`src/rtl/fifo_stream_reader.sv`:
```
// fifo_stream_reader
//   Read-side companion to the synchronous fifo. Pops words from the FIFO read
//   port and re-presents them on a valid/ready stream. A 2-entry output buffer
//   hides the FIFO's one-cycle read latency, so the consumer sees show-ahead
//   data at up to one word per cycle.
//
//   Optional build macro: FIFO_STREAM_READER_STATS_EN adds transfer and stall
//   counters (xfer_count, stall_count).
//
// Ports
//   clk           clock, rising edge
//   rst           asynchronous active-high reset
//   fifo_empty    FIFO empty flag
//   fifo_rd_data  FIFO data_out, valid the cycle after an accepted read
//   fifo_rd_en    FIFO read enable
//   m_valid       stream word valid
//   m_data        stream word (head of output buffer)
//   m_ready       downstream accepts word
//   flush         synchronous discard of buffered and in-flight data
//   xfer_count    (stats build) completed transfers, wraps
//   stall_count   (stats build) cycles with m_valid && !m_ready, saturates
module fifo_stream_reader #(
  parameter int DATA_WIDTH = 8
) (
  input  logic                  clk,
  input  logic                  rst,
  input  logic                  fifo_empty,
  input  logic [DATA_WIDTH-1:0] fifo_rd_data,
  output logic                  fifo_rd_en,
  output logic                  m_valid,
  output logic [DATA_WIDTH-1:0] m_data,
  input  logic                  m_ready,
  input  logic                  flush
`ifdef FIFO_STREAM_READER_STATS_EN
  ,
  output logic [31:0]           xfer_count,
  output logic [31:0]           stall_count
`endif
);

  logic [DATA_WIDTH-1:0] head_q, tail_q;
  logic [DATA_WIDTH-1:0] head_n, tail_n;
  logic [1:0]            count_q, count_n, count_after_pop;
  logic                  inflight_q;
  logic                  pop;
  logic [2:0]            committed;

  assign m_valid = (count_q != 2'd0);
  assign m_data  = head_q;
  assign pop     = m_valid & m_ready;

  // Slots that will still be occupied or reserved after this cycle's pop.
  // A read is issued only if its word is guaranteed a free slot on arrival.
  assign committed  = {1'b0, count_q} + {2'b00, inflight_q} - {2'b00, pop};
  assign fifo_rd_en = !fifo_empty && !flush && !rst && (committed < 3'd2);

  assign count_after_pop = count_q - {1'b0, pop};

  always_comb begin
    head_n  = head_q;
    tail_n  = tail_q;
    count_n = count_after_pop + {1'b0, inflight_q};
    if (pop) head_n = tail_q;
    // Arriving word lands directly behind whatever survives the pop.
    if (inflight_q) begin
      if (count_after_pop == 2'd0) head_n = fifo_rd_data;
      else                         tail_n = fifo_rd_data;
    end
  end

  always_ff @(posedge clk or posedge rst) begin
    if (rst) begin
      head_q     <= '0;
      tail_q     <= '0;
      count_q    <= 2'd0;
      inflight_q <= 1'b0;
    end else if (flush) begin
      // In-flight data is dropped by clearing inflight; buffer contents are
      // left as-is since count=0 already hides them.
      count_q    <= 2'd0;
      inflight_q <= 1'b0;
    end else begin
      head_q     <= head_n;
      tail_q     <= tail_n;
      count_q    <= count_n;
      inflight_q <= fifo_rd_en;
    end
  end

`ifdef FIFO_STREAM_READER_STATS_EN
  always_ff @(posedge clk or posedge rst) begin
    if (rst) begin
      xfer_count  <= 32'd0;
      stall_count <= 32'd0;
    end else begin
      if (pop) xfer_count <= xfer_count + 32'd1;
      if (m_valid && !m_ready && (stall_count != 32'hFFFF_FFFF))
        stall_count <= stall_count + 32'd1;
    end
  end
`endif

endmodule

```
`config.mk`:
```
export PLATFORM = sky130hd
export DESIGN_NAME = fifo_stream_reader
export DESIGN_NICKNAME = d
export VERILOG_FILES = /design/src/rtl/fifo_stream_reader.sv
export SDC_FILE = /design/constraint.sdc
export NUM_CORES = 1
export LEC_CHECK = 0
export ABC_AREA = 1
export CORE_MARGIN = 2
export CORE_UTILIZATION = 50
export DETAILED_ROUTE_END_ITERATION = 8
export PLACE_DENSITY = 0.76
export SYNTH_ARGS = -nofsm -noshare
export SYNTH_HDL_FRONTEND = slang
export SYNTH_SLANG_ARGS = --single-unit
```
`constraint.sdc`:
```
create_clock -name clk -period 2.4 [get_ports clk]
set_input_delay 0.36 -clock clk [delete_from_list [all_inputs] [get_ports clk]]
set_output_delay 0.36 -clock clk [all_outputs]
set_load 0.02 [all_outputs]
```
### Word level (Yosys, flattened, before mapping)

Cells that the tools add are included.

| word-level totals | value |
|---|---|
| flip-flop bits (word level) | 19 |
| latch bits | 0 |
| RAM bits | 0 |
| bits in read-only memories | 0 |
| output and inout port bits | 10 |
| word-level logic and storage cells | 26 |
| memories | 0 |

| cells by class | value |
|---|---|
| add/subtract/negate cells | 4 |
| multipliers | 0 |
| divide/modulo/power cells | 0 |
| magnitude comparators | 1 |
| eq/ne operators | 0 |
| shift-type cells | 0 |
| mux-type cells | 5 |
| bitwise gates (word level) | 3 |
| reductions and logical operators | 9 |

Operator list:

| cell | count |
|---|---|
| 2-to-1 mux 8 bit | 3 |
| adder 2 x 1 -> 3 bit | 1 |
| logical AND 1 bit | 3 |
| logical NOT 1 bit | 3 |
| less-than comparator 3 x 2 -> 1 bit, second input constant | 1 |
| AND reduction 3 bit | 1 |
| subtractor 3 x 1 -> 3 bit | 1 |
| adder 2 x 1 -> 2 bit | 1 |
| logical NOT 2 bit | 1 |
| 2-to-1 mux 2 bit | 1 |
| inverter 1 bit | 2 |
| nonzero test 2 bit | 1 |
| subtractor 2 x 1 -> 2 bit | 1 |
| AND 1 bit | 1 |
| 2-to-1 mux 1 bit | 1 |

### Logic depth before layout (Yosys ltp)

Gate-level depths: netlist (run 1).

| depth | value |
|---|---|
| word-level depth | 6 |
| depth in mapped cells | 9 |

### Worst setup path before layout (run 1)

OpenSTA, ideal clock, no wires.

| path | value |
|---|---|
| kind | reg-to-output |
| start | register count_q[0] |
| end | output port fifo_rd_en |
| arrival time | 2.252 ns |
| data required time | 2.040 ns |
| path slack | -0.212 ns |
| cell stages (with the launch flop) | 9 |
| path through | dfrtp_1 > inv_2 > nand2_4 > nand2_1 > nor2_1 > o21ai_0 > fa_1 > nand2_1 > nor4_1 |

| between the ends | value |
|---|---|
| word-level cells in the longest chain between the ends | 5 |
| elaborated cells between the ends (all ways) | 6 |

Ends and longest elaborated chain:

| element | line | RTL |
|---|---|---|
| start, declared | 43 | `logic [1:0] count_q, count_n, count_after_pop;` |
| start signal, assigned | 85 | `count_q <= count_n;` |
| nonzero test 2 bit | 48 | `assign m_valid = (count_q != 2'd0);` |
| net m_valid | 30 | `output logic m_valid,` |
| AND 1 bit | 50 | `assign pop = m_valid & m_ready;` |
| subtractor 3 x 1 -> 3 bit | 54 | `assign committed = {1'b0, count_q} + {2'b00, inflight_q} - {2'b00, pop};` |
| less-than comparator 3 x 2 -> 1 bit | 55 | `assign fifo_rd_en = !fifo_empty && !flush && !rst && (committed < 3'd2);` |
| logical AND 1 bit | 55 |  |
| end, declared | 29 | `output logic fifo_rd_en,` |

The timed path passes the listed nets, and every way through them passes these cells.

### Worst setup path after layout (run 1)

| path | value |
|---|---|
| start | register count_q[1] |
| end | output port fifo_rd_en |

| between the ends | value |
|---|---|
| word-level cells in the longest chain between the ends | 5 |
| elaborated cells between the ends (all ways) | 6 |

Ends and longest elaborated chain:

| element | line |
|---|---|
| parallel branches: the longest is 2 deep, another holds adder 2 x 1 -> 3 bit | - |
| subtractor 3 x 1 -> 3 bit * | 54 |
| less-than comparator 3 x 2 -> 1 bit * | 55 |
| logical AND 1 bit * | 55 |

Mark *: on every way between the ends.

==> results of run 1 <==
power by group:
group / internal [uW] / switching [uW] / total, uW
clock network: 61.9 / 97.6 / 160
logic: 239 / 291 / 530
registers: 412 / 40.3 / 453
flip-flops by register name, indices dropped and copies added (netlist names):
| name | count |
|---|---|
| count_q | 2 |
| inflight_q | 1 |
| m_data | 8 |
| tail_q | 8 |
logic make-up (layout without fill, tap and decap cells):
group	after synthesis	count (layout)	share of synthesized area [%]
AO/OA/AOI/OAI	11	11	7.456
XOR/XNOR	2	2	1.535
adder cells (fa/ha/maj)	2	2	2.851
buffers and inverters	37	68	13.82
flip-flops	19	19	41.67
AND/OR/NAND/NOR	72	72	32.68
critical path, delay by kind of cell (launching register included):
family | cells | cell delay [ns]
flops | 1 | 0.40
buf+inv | 3 | 0.39
fa+ha+maj | 1 | 0.52
simple gates | 5 | 0.46
final cells by class:
cell class                 count  share of cell area [%]
multi-input combinational     87                   36.54
sequential                    19                   31.77
timing repair buffer          32                   19.48
inverter                      32                   8.027
tap                           28                   2.341
clock buffer                   3                   1.505
clock inverter                 1                  0.3344
final timing paths:
check,start,end,slack (ns),depth (start not counted)
setup / recovery,count_q[1],fifo_rd_en,-0.03,9
setup reg to reg,count_q[1],inflight_q,0.64,8
hold / removal,tail_q[4],tail_q[4],0.52,2
min in group asynchronous,rst,m_data[4],0.60,2
max in group asynchronous,rst,tail_q[4],1.34,2
hold reg to reg,tail_q[4],tail_q[4],0.52,2
placed cells by master, fill, tap and decap left out, drive strengths merged, types with 3 or more instances in the layout:
master and n:
clkdlybuf4s50 20, nand3 18, inv 32, a21oi 9, nand2 31, dfrtp 19, buf 11, nand4 8
clkbuf 3, nor2 13
layer usage:
layer / track usage (%) / share of wire (%) / vias up
met5: 0 / 0 / -
met3: 2.586 / 4.0 / 4
met1: 26.99 / 46 / 458
met4: 7.456 / 1.1 / 0
li1: - / - / 508
met2: 31.62 / 49 / 29
what timing repair did:
item                                    in CTS  in global routing
endpoints found under the setup margin       1                  1
gates resized for setup                     12                  5
hold buffers                                 0                  0
pin swaps                                    1                  0
per-stage QoR:
| step | TNS [ns] | hold WS, ns | total power (uW) | setup WS (ns) | cell area, sq um |
|---|---|---|---|---|---|
| 2_1_floorplan | 0 | 0.3111 | 755.2 | 0.003211 | 1147 |
| 3_3_place_gp | -0.4873 | 0.4950 | 959.7 | -0.4873 | 1440 |
| 3_5_place_dp | -0.5674 | 0.4985 | 979.5 | -0.5674 | 1440 |
| 4_1_cts | -0.01949 | 0.5239 | 1144 | -0.01949 | 1474 |
| 5_1_grt | -0.1334 | 0.5577 | 1225 | -0.1334 | 1496 |
| 6_report | -0.02883 | 0.5192 | 1142 | -0.02883 | 1496 |
==> metrics.cfg, run 1 <==
[cts]
htree_levels = 1
cts_sinks = 19
clock_latency_ns = 0.29
path_clk_slew_ns = 0.11
cts.path.max_buffers = 2
clockRootBuffer = clkbuf_4
cts_tree = built
postCtsSetupBuffers = 0
numCtsBuffers = 3

[yosys]
synth_area_sq_um = 1141
seq_area_frac_synth_pct = 41.67
synthCells = 143
async_flop_share_pct = 100.0
synth-edff-count = 0
dominantRegCellSynth = dfrtp_1
ys_types = 21
synth.most_common_cell = inv_1
synth_nets = 158
syn_avg_cell_area_sq_um = 7.980
synth_commonest_cells = 30 x inv_1, 26 x nand2_1, 19 x dfrtp_1, 16 x nand3_1, 11 x nor2_1
synth_area_leaders = dfrtp_1 42%, inv_1 9.9%, nand2_1 8.6%, nand3_1 7.0%, a21oi_2 6.1%
yosys.area.top_type = dfrtp_1
synth-seq-cells = 19
synth_top_area_share_pct = 41.67
yosys_warnings = 0

[setup_path]
critPathLaunchType = flip-flop
worstPathCellList = inv_2 > nand2_4 > nand2_4 > nor2_2 > buf_4 > fa_1 > nand2_2 > nor4_4 > buf_4
worstSetupEndpointType = primary output
path_max_fanout = 3
max_stage_delay_ns = 0.52
cp.arrival_ns = 2.07
cp.required_ns = 2.04
cp_slowest_cell = fa_1
critPathKind = reg -> out

[global_routing]
grt_max_degree = 20
antenna_found_initial = 0
grt_pass1_wl_mm = 3.960
track_usage_pct = 19.67
grt_pass1_vias = 947
grt_overflow = 0

[sta]
final_max_slew_viol_count = 0
tightest_slew_ns = 0.7211
min_period_over_period_pct = 101.2
setup_viol = 1
fin_ws_ns = -0.02883
relSlewSlack_pct = 51.88
fin_skew_ns = 0.001587
hold_viol = 0
max_freq_mhz = 411.7
rsz0062_at_grt = yes
finalCriticalPeriod_ns = 2.429

[die]
coreArea_sq_um = 2191
die_y_um = 51.77
die_w_um = 51.77
ios = 23
row_count = 17
die_area_sq_um = 2680
initial_core_util_pct = 52.08

[layout]
fin_cells = 202
multi_input_area_sq_um = 546.8
drive_gt1_share_pct = 23.56
areaGrowthSynthToFinish_pct = 31.14
final_nets = 190
seq_area_sq_um = 475.5
fill_cells = 187
diodes = 0
final_core_util_pct = 68.30

[route]
wl_mm = 2.350
vias = 999
wl_per_cell_um = 11.63
drc = 0
drtAntennaViolNets = 0
avgViaCountPerCell = 4.946
drt_iter0_drc = 20
firstDrtPassIters = 4

[place]
dp.cells = 198
hpwl_mm = 1.761
port_buffers = 22
gp_congestion = 0.7494

[pwr]
p_leak_uw = 0.0008141
vdd_drop_max_mv = 0.5795
power.density_nw_per_um2 = 763.0

[outcome]
failed_checks = setup timing
outcome = finished with violations

[hold_path]
hold_path.class = reg -> reg

[run]
max-cap-violations = 0

(Power assumes the default switching activity.)
==> run 2: changes to the inputs <==
- PLACE_DENSITY: 0.76 -> 0.78
==> run 2 against run 1 <==
The flow still finishes with violations (setup timing); final area grew 0.33%; critical endpoint unchanged; largest power group unchanged; flip-flop and latch count is the same; register-to-register slack lost 0.15 ns.
==> metrics.cfg, run 2 (synthesized netlist as in run 1, its figures left out) <==
[route]
drc = 0
drt_iter0_drc = 20
firstDrtPassIters = 4
wl_per_cell_um = 12.61
vias = 1000
wl_mm = 2.573
drtAntennaViolNets = 0
avgViaCountPerCell = 4.902

[global_routing]
grt_use_met3_pct = 2.874
use_met2_pct = 39.53
top_usage_layer = met2
antenna_found_initial = 0
grt_pass1_vias = 1066
grt_overflow = 0
track_usage_pct = 23.57
grt_max_degree = 20
grt_pass1_wl_mm = 4.616
globalRouteMet1Util_pct = 28.73

[pwr]
p_leak_uw = 0.0008196
p_total_uw = 1157
vdd_drop_max_mv = 0.4391
power.density_nw_per_um2 = 770.4
p_sw_share_pct = 37.92
netSwitchingPower_uw = 438.7
pwr-share-comb_pct = 46.0
seq_power_share_pct = 39.5
clock_power_share_pct = 14.5
p_int_uw = 718.1

[place]
hpwl_mm = 1.965
preCtsSetupSlack_ns = -0.5970
dp.cells = 199
postPlaceCellArea_sq_um = 1448
gp_congestion = 0.7597
port_buffers = 22

[sta]
min_period_over_period_pct = 101.4
setup_viol = 1
max_freq_mhz = 410.9
relSlewSlack_pct = 52.30
fin_skew_ns = 0.0002808
rsz0062_at_grt = yes
hold_viol = 0
tightest_slew_ns = 0.7147
final_max_slew_viol_count = 0
finalCriticalPeriod_ns = 2.434
fin_ws_ns = -0.03383

[cts]
cts_sinks = 19
cts_tree = built
cts.path.max_buffers = 2
htree_levels = 1
cts_hold_buf = 0
clockRootBuffer = clkbuf_4
clock_latency_ns = 0.31
path_clk_slew_ns = 0.10
numCtsBuffers = 3

[layout]
drive_gt1_share_pct = 23.30
fill_cells = 189
diodes = 0
layout_commonest_cell = inv_1
areaGrowthSynthToFinish_pct = 31.58
fin_area_sq_um = 1501
seq_area_sq_um = 475.5
fin_cells = 204
most-common-layout-cells = 29 x inv_1, 24 x nand2_1, 20 x clkdlybuf4s50_1
final_nets = 192
multi_input_area_sq_um = 538.0

[setup_path]
worstSetupEndpointType = primary output
cp.arrival_ns = 2.07
critPathKind = reg -> out
path_max_fanout = 3
cp.required_ns = 2.04
critPathLaunchType = flip-flop

[die]
initial_core_util_pct = 52.08
row_count = 17
die_w_um = 51.77
die_y_um = 51.77
coreArea_sq_um = 2191
die_area_sq_um = 2680
ios = 23

[outcome]
outcome = finished with violations
failed_checks = setup timing

[run]
max-cap-violations = 0

[hold_path]
hold_path.class = reg -> reg

[run 2: cell types whose count changed in the layout (fill, tap and decap cells not counted)]
cell	previous run	this run
o21ai_1	0	1
buf_4	11	13
nor2_4	1	0
nor2_2	3	4
clkbuf_1	0	1
o21ai_2	1	0
clkinv_2	1	0
[run 2: metrics by stage]
stage / hold WS (ns) / TNS, ns / util (%)
2_1_floorplan: 0.3111 / 0 / -
3_3_place_gp: 0.4959 / -0.4876 / 66.08
3_5_place_dp: 0.4997 / -0.5970 / 66.08
4_1_cts: 0.5248 / -0.05104 / 67.79
5_1_grt: 0.5712 / -0.1425 / 68.53
6_report: 0.5205 / -0.03383 / 68.53
[run 2: final timing paths]
kind / from / endpoint / slack [ns] / cells after the start
worst max-delay path: count_q[1] / fifo_rd_en / -0.03 / 9
worst min-delay path: tail_q[6] / tail_q[6] / 0.52 / 2
worst max register to register: count_q[1] / inflight_q / 0.49 / 9
worst min register to register: tail_q[6] / tail_q[6] / 0.52 / 2
max in group asynchronous: rst / count_q[1] / 1.35 / 2
min in group asynchronous: rst / m_data[3] / 0.60 / 2
[run 2: critical path: stages (launching register included)]
cell     delay (ns)
dfrtp_1        0.41
inv_2          0.08
nand2_4        0.06
nand2_4        0.07
nor2_2         0.05
buf_4          0.13
fa_1           0.51
nand2_2        0.08
nor4_4         0.21
buf_4          0.18
[run 2: area by class of cell]
class	count	share of cell area, %
clock buffers	4	1.750
inverters	32	8.000
multi-input cells	87	35.83
flip-flops and latches	19	31.67
well taps	28	2.333
repair buffers	34	20.42
[run 2: power groups by stage]
stage               Combinational [uW]  Clock, uW  Sequential (uW)
floorplan                          212          0              543
global placement                   507          0              456
detailed placement                 524          0              465
CTS                                530        173              458
global route                       588        184              468
finish                             532        168              457
[run 2: layer usage]
metal  share of wire [%]  wire length (um)
met5                   0                 0
met1                  41              1052
met3                 4.2               109
met2                  52              1329
met4                 3.1                81
[run 2: what timing repair did]
item	4_1_cts	5_1_grt
endpoints found under the setup margin	1	1
resized for setup	11	4
buffers inserted	1	0
pin swaps	1	0
==> run 3: changes to the inputs <==
- CTS_CLUSTER_DIAMETER: default -> 60
==> results of run 3 <==
The final DEF is identical to that of run 2; final timing and power are the same.
